**src/rtl/pipe_hazard_ctrl_pkg.sv**
```systemverilog
// ---------------------------------------------------------------------------
// pipe_hazard_ctrl_pkg
// Shared definitions for the 5-stage pipeline hazard controller:
//   - operand forwarding source encodings (FWD_REG/FWD_E/FWD_M/FWD_W)
//   - data-memory handshake FSM states (MEMFSM_IDLE/MEMFSM_WAIT)
//   - width of the memory wait counter
// ---------------------------------------------------------------------------
package pipe_hazard_ctrl_pkg;

    localparam int FWD_WIDTH = 2;
    localparam int MEM_CNT_W = 8;

    typedef enum logic [FWD_WIDTH-1:0] {
        FWD_REG = 2'd0,
        FWD_E   = 2'd1,
        FWD_M   = 2'd2,
        FWD_W   = 2'd3
    } fwd_sel_e;

    typedef enum logic {
        MEMFSM_IDLE = 1'b0,
        MEMFSM_WAIT = 1'b1
    } memfsm_e;

endpackage : pipe_hazard_ctrl_pkg

```
**src/rtl/pipe_hazard_ctrl_sb_entry.sv**
```systemverilog
// ---------------------------------------------------------------------------
// hazard_sb_entry
// One scoreboard stage register {valid, dst, is_load}.
// Ports:
//   clk_i, rst_i      clock, asynchronous active-high reset (clears valid)
//   hold_i            keep current contents (highest priority)
//   clr_i             load an empty entry (valid = 0)
//   ld_i              capture valid_i/dst_i/is_load_i
//   valid_i/dst_i/is_load_i   incoming entry
//   valid_o/dst_o/is_load_o   registered entry
// Only the valid bit is reset; dst/is_load are qualified by valid.
// ---------------------------------------------------------------------------
module hazard_sb_entry
    import pipe_hazard_ctrl_pkg::*;
#(
    parameter int REG_AW = 5
) (
    input  logic              clk_i,
    input  logic              rst_i,
    input  logic              hold_i,
    input  logic              clr_i,
    input  logic              ld_i,
    input  logic              valid_i,
    input  logic [REG_AW-1:0] dst_i,
    input  logic              is_load_i,
    output logic              valid_o,
    output logic [REG_AW-1:0] dst_o,
    output logic              is_load_o
);

    logic              valid_q, valid_d;
    logic [REG_AW-1:0] dst_q, dst_d;
    logic              is_load_q, is_load_d;

    always_comb begin
        valid_d   = valid_q;
        dst_d     = dst_q;
        is_load_d = is_load_q;
        if (!hold_i) begin
            if (clr_i) begin
                valid_d = 1'b0;
            end else if (ld_i) begin
                valid_d   = valid_i;
                dst_d     = dst_i;
                is_load_d = is_load_i;
            end
        end
    end

    always_ff @(posedge clk_i or posedge rst_i) begin
        if (rst_i) begin
            valid_q <= 1'b0;
        end else begin
            valid_q <= valid_d;
        end
    end

    always_ff @(posedge clk_i) begin
        dst_q     <= dst_d;
        is_load_q <= is_load_d;
    end

    assign valid_o   = valid_q;
    assign dst_o     = dst_q;
    assign is_load_o = is_load_q;

endmodule : hazard_sb_entry

```
**src/rtl/pipe_hazard_ctrl.sv**
```systemverilog
// ---------------------------------------------------------------------------
// pipe_hazard_ctrl
// Central sequencer for the F/D/E/M/W pipeline: tracks in-flight
// destinations in a 3-entry scoreboard (E, M, W), selects decode operand
// forwarding, raises load-use stalls, applies redirect flushes and freezes
// the pipe while data memory is busy.
//
// Configuration macro: PIPE_FWD_EN
//   defined   : forwarding E > M > W; only loads not yet in W stall.
//   undefined : fwd outputs tied to 0; any match with a valid entry stalls.
//
// Ports:
//   clk_i, rst_i                  clock, asynchronous active-high reset
//   D_valid_i, D_rs1_i, D_rs2_i   decode instruction and source indices
//   D_use_rs1_i, D_use_rs2_i      sources actually read
//   D_need_dstE_i, D_dstE_i       destination write enable and index
//   D_sel_reg_i                   0 = load (result available in W only)
//   E_redirect_i                  taken branch / jump resolved in E
//   M_mem_req_i, M_mem_ack_i      data memory handshake
//   F/D/E/M_stall_o               hold stage registers
//   E_bubble_o, W_bubble_o        insert NOP into D->E / M->W
//   D_flush_o                     kill F->D
//   D_fwdA_o, D_fwdB_o            operand source select
//   M_mem_err_o                   sticky memory timeout flag
// ---------------------------------------------------------------------------
module pipe_hazard_ctrl
    import pipe_hazard_ctrl_pkg::*;
#(
    parameter int REG_AW      = 5,
    parameter int MEM_TIMEOUT = 255
) (
    input  logic                 clk_i,
    input  logic                 rst_i,
    input  logic                 D_valid_i,
    input  logic [REG_AW-1:0]    D_rs1_i,
    input  logic [REG_AW-1:0]    D_rs2_i,
    input  logic                 D_use_rs1_i,
    input  logic                 D_use_rs2_i,
    input  logic                 D_need_dstE_i,
    input  logic [REG_AW-1:0]    D_dstE_i,
    input  logic                 D_sel_reg_i,
    input  logic                 E_redirect_i,
    input  logic                 M_mem_req_i,
    input  logic                 M_mem_ack_i,
    output logic                 F_stall_o,
    output logic                 D_stall_o,
    output logic                 E_stall_o,
    output logic                 M_stall_o,
    output logic                 E_bubble_o,
    output logic                 W_bubble_o,
    output logic                 D_flush_o,
    output logic [FWD_WIDTH-1:0] D_fwdA_o,
    output logic [FWD_WIDTH-1:0] D_fwdB_o,
    output logic                 M_mem_err_o
);

    localparam logic [MEM_CNT_W-1:0] TMO = MEM_CNT_W'(MEM_TIMEOUT);

    // Scoreboard taps
    logic              e_v, m_v, w_v;
    logic [REG_AW-1:0] e_dst, m_dst, w_dst;
    logic              e_ld, m_ld, w_ld;

    logic freeze, load_use, e_clr;

    memfsm_e              state_q, state_d;
    logic [MEM_CNT_W-1:0] cnt_q, cnt_d;
    logic                 err_q, err_d;

    function automatic logic hit(input logic en, input logic [REG_AW-1:0] idx,
                                 input logic v, input logic [REG_AW-1:0] dst);
        return en && (idx != '0) && v && (dst == idx);
    endfunction

    function automatic fwd_sel_e pick(input logic he, input logic hm, input logic hw);
        if (he)      return FWD_E;
        else if (hm) return FWD_M;
        else if (hw) return FWD_W;
        else         return FWD_REG;
    endfunction

    logic a_e, a_m, a_w, b_e, b_m, b_w;

    always_comb begin
        a_e = hit(D_use_rs1_i, D_rs1_i, e_v, e_dst);
        a_m = hit(D_use_rs1_i, D_rs1_i, m_v, m_dst);
        a_w = hit(D_use_rs1_i, D_rs1_i, w_v, w_dst);
        b_e = hit(D_use_rs2_i, D_rs2_i, e_v, e_dst);
        b_m = hit(D_use_rs2_i, D_rs2_i, m_v, m_dst);
        b_w = hit(D_use_rs2_i, D_rs2_i, w_v, w_dst);
    end

`ifdef PIPE_FWD_EN
    fwd_sel_e sel_a, sel_b;

    // A load's data only exists from W on, so a youngest match on a load
    // sitting in E or M cannot be forwarded yet.
    always_comb begin
        sel_a    = pick(a_e, a_m, a_w);
        sel_b    = pick(b_e, b_m, b_w);
        load_use = D_valid_i &&
                   (((sel_a == FWD_E) && e_ld) || ((sel_a == FWD_M) && m_ld) ||
                    ((sel_b == FWD_E) && e_ld) || ((sel_b == FWD_M) && m_ld));
    end

    assign D_fwdA_o = sel_a;
    assign D_fwdB_o = sel_b;
`else
    // Without forwarding every in-flight match waits for the regfile write.
    always_comb begin
        load_use = D_valid_i && (a_e || a_m || a_w || b_e || b_m || b_w);
    end

    assign D_fwdA_o = FWD_REG;
    assign D_fwdB_o = FWD_REG;
`endif

    // The pipe freezes from the cycle a request goes unacknowledged until
    // the ack arrives; the ack cycle itself runs normally.
    always_comb begin
        freeze = ((state_q == MEMFSM_IDLE) && M_mem_req_i && !M_mem_ack_i) ||
                 ((state_q == MEMFSM_WAIT) && !M_mem_ack_i);
    end

    // Priority: freeze > redirect > load-use
    assign F_stall_o  = freeze || (load_use && !E_redirect_i);
    assign D_stall_o  = freeze || (load_use && !E_redirect_i);
    assign E_stall_o  = freeze;
    assign M_stall_o  = freeze;
    assign W_bubble_o = freeze;
    assign E_bubble_o = !freeze && (E_redirect_i || load_use);
    assign D_flush_o  = !freeze && E_redirect_i;

    assign e_clr = !(D_valid_i && D_need_dstE_i && (D_dstE_i != '0)) ||
                   E_bubble_o || D_flush_o;

    hazard_sb_entry #(.REG_AW(REG_AW)) u_sb_e (
        .clk_i     (clk_i),
        .rst_i     (rst_i),
        .hold_i    (freeze),
        .clr_i     (e_clr),
        .ld_i      (1'b1),
        .valid_i   (1'b1),
        .dst_i     (D_dstE_i),
        .is_load_i (!D_sel_reg_i),
        .valid_o   (e_v),
        .dst_o     (e_dst),
        .is_load_o (e_ld)
    );

    hazard_sb_entry #(.REG_AW(REG_AW)) u_sb_m (
        .clk_i     (clk_i),
        .rst_i     (rst_i),
        .hold_i    (freeze),
        .clr_i     (1'b0),
        .ld_i      (1'b1),
        .valid_i   (e_v),
        .dst_i     (e_dst),
        .is_load_i (e_ld),
        .valid_o   (m_v),
        .dst_o     (m_dst),
        .is_load_o (m_ld)
    );

    hazard_sb_entry #(.REG_AW(REG_AW)) u_sb_w (
        .clk_i     (clk_i),
        .rst_i     (rst_i),
        .hold_i    (freeze),
        .clr_i     (1'b0),
        .ld_i      (1'b1),
        .valid_i   (m_v),
        .dst_i     (m_dst),
        .is_load_i (m_ld),
        .valid_o   (w_v),
        .dst_o     (w_dst),
        .is_load_o (w_ld)
    );

    // The W load flag is carried for completeness; nothing downstream needs it.
    logic unused_sb;
    assign unused_sb = &{1'b0, w_ld, e_ld, m_ld};

    // Memory handshake FSM with saturating wait counter
    always_comb begin
        state_d = state_q;
        cnt_d   = cnt_q;
        err_d   = err_q;
        case (state_q)
            MEMFSM_IDLE: begin
                cnt_d = '0;
                if (M_mem_req_i && !M_mem_ack_i) begin
                    state_d = MEMFSM_WAIT;
                end
            end
            MEMFSM_WAIT: begin
                if (M_mem_ack_i) begin
                    state_d = MEMFSM_IDLE;
                    cnt_d   = '0;
                end else begin
                    if (cnt_q != TMO) begin
                        cnt_d = cnt_q + 1'b1;
                    end
                    if (cnt_d == TMO) begin
                        err_d = 1'b1;
                    end
                end
            end
            default: begin
                state_d = MEMFSM_IDLE;
                cnt_d   = '0;
            end
        endcase
    end

    always_ff @(posedge clk_i or posedge rst_i) begin
        if (rst_i) begin
            state_q <= MEMFSM_IDLE;
            cnt_q   <= '0;
            err_q   <= 1'b0;
        end else begin
            state_q <= state_d;
            cnt_q   <= cnt_d;
            err_q   <= err_d;
        end
    end

    assign M_mem_err_o = err_q;

endmodule : pipe_hazard_ctrl

```
**config.mk**
```make
export PLATFORM = sky130hd
export DESIGN_NAME = pipe_hazard_ctrl
export DESIGN_NICKNAME = d
export VERILOG_FILES = /design/src/rtl/pipe_hazard_ctrl_pkg.sv /design/src/rtl/pipe_hazard_ctrl_sb_entry.sv /design/src/rtl/pipe_hazard_ctrl.sv
export SDC_FILE = /design/constraint.sdc
export NUM_CORES = 1
export LEC_CHECK = 0
export ABC_AREA = 0
export ABC_CLOCK_PERIOD_IN_PS = 1900
export BUFFER_PORTS_ARGS = -buffer_cell sky130_fd_sc_hd__buf_4
export CORE_MARGIN = 2
export CORE_UTILIZATION = 40
export CTS_CLUSTER_DIAMETER = 200
export CTS_CLUSTER_SIZE = 12
export DETAILED_ROUTE_END_ITERATION = 16
export PLACE_DENSITY = 0.64
export REMOVE_ABC_BUFFERS = 1
export SLEW_MARGIN = 20
export SYNTH_ARGS = -nofsm -noshare
export SYNTH_HDL_FRONTEND = slang
export SYNTH_HIERARCHICAL = 1
export SYNTH_SLANG_ARGS = --single-unit
```
**constraint.sdc**
```tcl
create_clock -name clk_i -period 1.9 [get_ports clk_i]
set_input_delay 0.285 -clock clk_i [delete_from_list [all_inputs] [get_ports clk_i]]
set_output_delay 0.285 -clock clk_i [all_outputs]
set_load 0.02 [all_outputs]
```
==> reports/metrics.cfg, run 1 <==
[outcome]
outcome=complete, but fails checks
violations=setup timing

[sta]
final_hold_viol_count=0
fmax_mhz=436
fin_ws_ns=-0.396
worst_clock_skew_ns=0.00467
finalMaxSlewViolations=0
fin_crit_ns=2.30
setup_viol=9
finalCritPeriodShare=1.21
rsz0062_at_grt=yes

[grt]
overflow=0
grtUsageTotal=0.176
grt_pass1_wl_mm=6.04
antenna_found_initial=0
grt_max_degree=16
grt_pass1_vias=1264

[power_and_ir_drop]
pwr_density_cell_mw_per_mm2=534
peakVddDrop_uv=416
leakage_nw=0.977

[die]
die_w_um=68.6
rows=23
coreArea_mm2=0.00400
ios=37
die_area_mm2=0.00471
fp.dieH_um=68.6
start_util=0.418

[clock_network]
cts_tree=done
clock-sinks=28
clock-root-buffer=clkbuf_8
cts_buffer_depth=2
clk_latency_ns=0.27
clk_pin_slew_worst_paths_ns=0.09
cts_buffers=3
cts_htree_levels=1

[synthesis]
ys_warn_count=6
syn_area_mm2=0.00167
synthCells=162
post_synth.cell_area_avg_um2=10.3

[setup_path]
cp_common_cell=o21ai_2
start_kind=flip-flop
slowest_stage=edfxtp_1
path_buf_inv=1
crit_chain=xor2_1 -> nor4_1 -> nand3_1 -> a31oi_4 -> o21ai_2 -> o21ai_2 -> buf_4
slowest_delay_ns=0.44
path_class=flip-flop to primary output
end_kind=primary output
critical-path-top-delay-family=compound AO/OA/AOI/OAI gates
cp.required_ns=1.62
path_max_fanout=2
r2r_setup_slack_ns=-0.31
worstPathArrival_ns=2.01

[layout]
drive_gt1_frac=0.352
diodes=0
layout.nets=254
area_growth_pct=36.2
nFillCells=345
instances_no_fill=277
fin_util=0.569

[detailed_routing]
totalWireLength_mm=3.78
drtIter0Drc=37
first_pass_iters=4
wire_per_inst_um=13.7
vias=1388
drtAntennaViolNets=0
drc_errors=0
via_per_inst=5.01

[placed_design]
io_buffers=31
dp_hpwl_mm=2.91
dp.cells=262
globalplace.congestion=0.914
dpl_worst_slack_ns=-0.432

[min_path]
hold_path.class=input pin to flip-flop

[flow_run]
cap_violations=0

[layout make-up]
cell class                      instances  area, um^2  area share
Sequential cell                        28         777       0.341
Clock buffer                            4        45.0      0.0198
Tap cell                               50        62.6      0.0275
Timing Repair Buffer                   57         430       0.189
Inverter                                8        30.0      0.0132
Multi-Input combinational cell        130         932       0.409
[layer usage]
layer / vias up / wire, um / track usage
li1: 689 / - / -
met1: 663 / 1690 / 0.243
met2: 30 / 1930 / 0.281
met3: 6 / 125 / 0.0341
met4: 0 / 43 / 0.0475
met5: - / 0 / 0
[state kept, by name, indices dropped and copies added, names as in the netlist]
signal and count:
M_mem_err_o 1, cnt_q 8, state_q 1, u_sb_e/dst_o 5, u_sb_e/valid_o 1, u_sb_m/dst_o 5, u_sb_m/valid_o 1, u_sb_w/dst_o 5
u_sb_w/valid_o 1
[cell usage in the layout, fill, tap and decap left out, drive strengths merged, types with 2 or more instances in the layout]
master   n
a211oi   2
a21oi    5
a22o     3
a31oi    3
buf     56
clkbuf   4
conb    15
dfrtp   13
edfxtp  15
inv      8
nand2    5
nand3   11
nor2    12
nor3     6
nor3b    3
nor4     7
o21ai    8
o21bai   3
or2      2
or4      3
xnor2    6
xor2    25
[worst paths after layout]
path                                      start               to  cells past startpoint
worst max-delay path            u_sb_w/dst_o[3]        D_stall_o                      7
worst min-delay path                D_dstE_i[0]  u_sb_e/dst_o[0]                      1
worst max register to register  u_sb_w/dst_o[3]   u_sb_e/valid_o                     10
worst min register to register      M_mem_err_o      M_mem_err_o                      1
max in group asynchronous                 rst_i         cnt_q[0]                      3
min in group asynchronous                 rst_i   u_sb_e/valid_o                      3
[what timing repair did]
item,CTS,global route
setup buffers,8,2
gates resized for setup,5,9
endpoints found under the setup margin,9,10
endpoints found under the hold margin,3,0
hold buffers,1,0
pin swaps,11,7
[per-stage QoR]
step                area, um^2  hold slack (ns)  power, mW  TNS [ns]
floorplan                 1660           0.0137      0.773     -1.39
global placement          2070            0.153      0.873     -2.54
detailed placement        2070            0.153      0.878     -3.26
CTS                       2210            0.184       1.21     -2.90
global route              2280            0.178       1.27     -4.00
finish                    2280            0.186       1.22     -2.84
[where the power goes]
group	internal (mW)	switching, mW	leakage, nW
sequential	0.655	0.0129	0.316
clock	0.150	0.180	0.0228
combinational	0.106	0.113	0.638
total	0.911	0.306	0.977
No activity file was read; power rests on OpenSTA's default activity.
==> inputs of run 2 (changes only) <==
- CTS_BUF_LIST: default -> sky130_fd_sc_hd__clkbuf_8 sky130_fd_sc_hd__clkbuf_16
==> run 2 against run 1 <==
  * First-iteration DRC count unchanged
  * Highest routed layer unchanged
  * Critical path type unchanged
  * Sequential share of layout area unchanged
  * The flow still finishes with violations (setup timing)
  * Critical endpoint unchanged
  * Wire length up 0.50%
  * Non-clock buffer count unchanged
  * Utilization unchanged
==> reports/metrics.cfg, run 2 (synthesis gave the netlist of run 1 again) <==
[clock_network]
cts_buffers=3  ; unchanged
cts_buffer_depth=2  ; unchanged
clock-root-buffer=clkbuf_8  ; unchanged
clk_pin_slew_worst_paths_ns=0.09  ; about the same
cts_tree=done  ; unchanged
clock-sinks=28  ; unchanged
clk_latency_ns=0.27  ; about the same
cts_htree_levels=1  ; unchanged

[detailed_routing]
drtAntennaViolNets=0  ; unchanged
wire_per_inst_um=13.7  ; about the same
drc_errors=0  ; unchanged
drtIter0Drc=37  ; unchanged
vias=1398  ; was 1388
via_per_inst=5.05  ; was 5.01
totalWireLength_mm=3.80  ; was 3.78 mm
first_pass_iters=4  ; unchanged

[die]
start_util=0.418  ; unchanged
die_w_um=68.6  ; unchanged
rows=23  ; unchanged
ios=37  ; unchanged
coreArea_mm2=0.00400  ; unchanged
die_area_mm2=0.00471  ; unchanged
fp.dieH_um=68.6  ; unchanged

[outcome]
violations=setup timing  ; unchanged
outcome=complete, but fails checks  ; unchanged

[grt]
grtUsageMet3=0.0341  ; unchanged
grtUsageTotal=0.176  ; unchanged
antenna_found_initial=0  ; unchanged
grt_pass1_vias=1264  ; unchanged
grt_max_degree=16  ; unchanged
use_met1=0.243  ; unchanged
use_met2=0.281  ; unchanged
top_usage_layer=met2  ; unchanged
overflow=0  ; unchanged
grt_pass1_wl_mm=6.04  ; unchanged

[setup_path]
r2r_setup_slack_ns=-0.31  ; about the same
path_class=flip-flop to primary output  ; unchanged
path_max_fanout=3  ; was 2
cp.required_ns=1.62  ; about the same
start_kind=flip-flop  ; unchanged
end_kind=primary output  ; unchanged
worstPathArrival_ns=2.01  ; about the same

[layout]
largest_register_ff_count=8  ; unchanged
layout.nets=254  ; unchanged
nFillCells=345  ; unchanged
diodes=0  ; unchanged
layout_commonest_cell=buf_4  ; unchanged
area_growth_pct=36.2  ; unchanged
seq_area_um2=777  ; unchanged
multi_input_area_um2=932  ; unchanged
finish.instance_area_mm2=0.00228  ; unchanged
top_register=cnt_q  ; unchanged
mostFrequentLayoutCells=buf_4, xor2_1, conb_1, edfxtp_1  ; unchanged
drive_gt1_frac=0.352  ; unchanged

[sta]
final_hold_viol_count=0  ; unchanged
fin_crit_ns=2.30  ; about the same
fmax_mhz=435  ; was 436 MHz
setup_viol=9  ; unchanged
worst_clock_skew_ns=0.00503  ; was 0.00467 ns
finalMaxSlewViolations=0  ; unchanged
rsz0062_at_grt=yes  ; unchanged
fin_ws_ns=-0.398  ; was -0.396 ns
finalCritPeriodShare=1.21  ; about the same

[power_and_ir_drop]
leakage_nw=0.981  ; was 0.977 nW
peakVddDrop_uv=409  ; was 416 uV
pwr_density_cell_mw_per_mm2=533  ; was 534 mW/mm^2

[placed_design]
dp_hpwl_mm=2.91  ; unchanged
dpl_worst_slack_ns=-0.432  ; unchanged
io_buffers=31  ; unchanged
postPlaceCellArea_mm2=0.00207  ; unchanged
globalplace.congestion=0.914  ; unchanged

[flow_run]
cap_violations=0  ; unchanged

[min_path]
hold_path.class=input pin to flip-flop  ; unchanged

run 2: changes by cell type in the layout (fill, tap and decap cells not counted):
cell,previous run,this run
inv_1,7,8
clkbuf_1,1,0
run 2: worst max-delay path, stage by stage (launching register included):
cell and delay, ns:
edfxtp_1 0.45, xor2_1 0.18, nor4_2 0.29, nand3_1 0.16, a31oi_4 0.24, o21ai_2 0.09, o21ai_2 0.16, buf_4 0.16
run 2: timing repair:
action,CTS,global route
setup endpoints to repair,9,10
pin swaps,11,7
hold buffers,1,0
resized for setup,5,9
hold endpoints to repair,3,0
setup buffers,8,2
run 2: worst paths after layout:
kind	from	endpoint	cells after the start
max	u_sb_e/dst_o[2]	D_stall_o	7
min	D_dstE_i[0]	u_sb_e/dst_o[0]	1
max reg2reg	u_sb_w/dst_o[3]	u_sb_e/valid_o	10
min reg2reg	M_mem_err_o	M_mem_err_o	1
max in group asynchronous	rst_i	cnt_q[0]	3
min in group asynchronous	rst_i	u_sb_e/valid_o	3
run 2: report_power, final:
part           leakage [nW]  internal [mW]  switching, mW
Sequential            0.316          0.655         0.0130
Combinational         0.638          0.106          0.113
Clock                0.0269          0.145          0.181
Total                 0.981          0.906          0.307
run 2: area by class of cell:
class                   instances  area share
inverters                       8      0.0132
clock inverters                 1     0.00165
well taps                      50      0.0275
multi-input cells             130       0.409
repair buffers                 57       0.189
flip-flops and latches         28       0.341
clock buffers                   3      0.0181
run 2: layer usage:
metal  routed length (um)  vias to the layer above
li1                     -                      689
met1                 1700                      666
met2                 1920                       35
met3                  129                        8
met4                   50                        0
met5                    0                        -
run 2: stage by stage:
step	TNS [ns]	utilization	hold slack (ns)	std cells	total power [mW]
floorplan	-1.39	-	0.0137	166	0.773
global placement	-2.54	0.517	0.153	262	0.873
detailed placement	-3.26	0.517	0.153	262	0.878
CTS	-2.90	0.553	0.184	275	1.21
global route	-4.01	0.569	0.177	277	1.26
finish	-2.85	0.569	0.185	277	1.21
==> inputs of run 3 (changes only) <==
- PLACE_DENSITY: 0.64 -> default
==> run 3 against run 2 <==
  * The flow still finishes with violations (setup timing)
  * Non-clock buffer count is 8 higher
  * Via count is 2.7% higher
  * Global-route usage is 1.6 points higher
  * Largest cell class unchanged
  * Largest power group unchanged
==> reports/metrics.cfg, run 3 (synthesis gave the netlist of run 1 again) <==
[clock_network]
cts_htree_levels=1  ; unchanged
clk_latency_ns=0.28  ; was 0.27 ns
cts_tree=done  ; unchanged
clock-sinks=28  ; unchanged
clk_pin_slew_worst_paths_ns=0.11  ; was 0.09 ns
cts_buffers=3  ; unchanged
cts_buffer_depth=2  ; unchanged
clock-root-buffer=clkbuf_8  ; unchanged

[placed_design]
dp_hpwl_mm=3.03  ; was 2.91 mm
globalplace.congestion=0.866  ; was 0.914
io_buffers=31  ; unchanged

[grt]
overflow=0  ; unchanged
antenna_found_initial=0  ; unchanged
top_usage_layer=met2  ; unchanged
grt_pass1_wl_mm=6.55  ; was 6.04 mm
grt_max_degree=17  ; was 16
use_met1=0.257  ; was 0.243
grtUsageMet3=0.0276  ; was 0.0341
use_met2=0.308  ; was 0.281
grt_pass1_vias=1401  ; was 1264
grtUsageTotal=0.192  ; was 0.176

[outcome]
outcome=complete, but fails checks  ; unchanged
violations=setup timing  ; unchanged

[sta]
setup_viol=9  ; unchanged
fin_ws_ns=-0.488  ; was -0.398 ns
finalCritPeriodShare=1.26  ; was 1.21
fmax_mhz=419  ; was 435 MHz
worst_clock_skew_ns=0.0129  ; was 0.00503 ns
final_hold_viol_count=0  ; unchanged
finalMaxSlewViolations=0  ; unchanged
rsz0062_at_grt=yes  ; unchanged
fin_crit_ns=2.39  ; was 2.30 ns
fin_hold_ws_ns=0.176  ; was 0.185 ns

[die]
ios=37  ; unchanged
die_area_mm2=0.00471  ; unchanged
coreArea_mm2=0.00400  ; unchanged
die_w_um=68.6  ; unchanged
rows=23  ; unchanged
fp.dieH_um=68.6  ; unchanged
start_util=0.418  ; unchanged

[layout]
area_growth_pct=42.4  ; was 36.2%
largest_register_ff_count=8  ; unchanged
diodes=0  ; unchanged
nFillCells=336  ; was 345
mostFrequentLayoutCells=buf_4, xor2_1, conb_1, edfxtp_1, dfrtp_1  ; was buf_4, xor2_1, conb_1, edfxtp_1
drive_gt1_frac=0.379  ; was 0.352
layout.nets=262  ; was 254
seq_area_um2=776  ; was 777 um^2
top_register=cnt_q  ; unchanged
layout_commonest_cell=buf_4  ; unchanged
multi_input_area_um2=940  ; was 932 um^2

[setup_path]
end_kind=flip-flop  ; was primary output
cp.required_ns=2.06  ; was 1.62 ns
worstPathArrival_ns=2.55  ; was 2.01 ns
crit_start=u_sb_w/dst_o[3]  ; was u_sb_e/dst_o[2]
timing.rr.start=u_sb_w/dst_o[3]  ; unchanged
path_class=flip-flop to flip-flop  ; was flip-flop to primary output
r2r_setup_slack_ns=-0.49  ; was -0.31 ns
start_kind=flip-flop  ; unchanged
path_max_fanout=2  ; was 3

[min_path]
min_from=D_dstE_i[0]  ; unchanged
hold_path.class=input pin to flip-flop  ; unchanged

[detailed_routing]
via_per_inst=5.04  ; was 5.05
vias=1436  ; was 1398
first_pass_iters=6  ; was 4
drc_errors=0  ; unchanged
drtAntennaViolNets=0  ; unchanged
totalWireLength_mm=4.12  ; was 3.80 mm
wire_per_inst_um=14.4  ; was 13.7 um
drtIter0Drc=44  ; was 37

[power_and_ir_drop]
peakVddDrop_uv=335  ; was 409 uV
pwr_density_cell_mw_per_mm2=580  ; was 533 mW/mm^2
power_mw=1.38  ; was 1.21 mW
leakage_nw=1.03  ; was 0.981 nW

[flow_run]
cap_violations=0  ; unchanged

run 3: timing repair:
item | in CTS | in global routing
resized for setup | 11 | 6
gates cloned | 0 | 0
hold endpoints to repair | 3 | 0
hold buffers | 1 | 0
buffers inserted | 8 | 4
endpoints found under the setup margin | 9 | 10
pin swaps | 7 | 3
run 3: worst max-delay path: stages (launching register included):
cell and delay [ns]:
edfxtp_1 0.43, xor2_1 0.18, nor4_2 0.35, nand3_1 0.19
a31oi_4 0.25, buf_4 0.15, buf_6 0.09, o31ai_4 0.05
o2111ai_2 0.11, nor3b_2 0.08, buf_4 0.13, a22o_2 0.26
run 3: layout make-up:
type,instances,share of cell area
Clock inverter,1,0.0126
Multi-Input combinational cell,130,0.395
Timing Repair Buffer,65,0.211
Clock buffer,3,0.0173
Sequential cell,28,0.326
Tap cell,50,0.0263
Inverter,8,0.0126
run 3: routing by layer:
metal / part of all wire / vias up
li1: - / 706
met1: 0.42 / 663
met2: 0.51 / 57
met3: 0.048 / 10
met4: 0.022 / 0
met5: 0 / -
run 3: where the power goes:
group / internal, mW / switching (mW)
Sequential: 0.654 / 0.0125
Clock: 0.282 / 0.194
Combinational: 0.117 / 0.121
run 3: worst paths after layout:
path / end / cells after the start
worst max-delay path: u_sb_e/valid_o / 11
worst min-delay path: u_sb_e/dst_o[0] / 1
worst max register to register: u_sb_e/valid_o / 11
worst min register to register: M_mem_err_o / 1
max in group asynchronous: cnt_q[7] / 3
min in group asynchronous: u_sb_m/valid_o / 3
run 3: metrics by stage:
step / cell area [um^2] / setup WS, ns / TNS (ns) / instances / util
after global routing: 2380 / -0.575 / -4.81 / 285 / 0.595
final: 2380 / -0.488 / -4.07 / 285 / 0.595
after floorplan: 1660 / -0.199 / -1.39 / 166 / -
after global placement: 2110 / -0.356 / -2.88 / 268 / 0.528
after detailed placement: 2110 / -0.424 / -3.34 / 268 / 0.528
after CTS: 2320 / -0.409 / -3.34 / 281 / 0.581
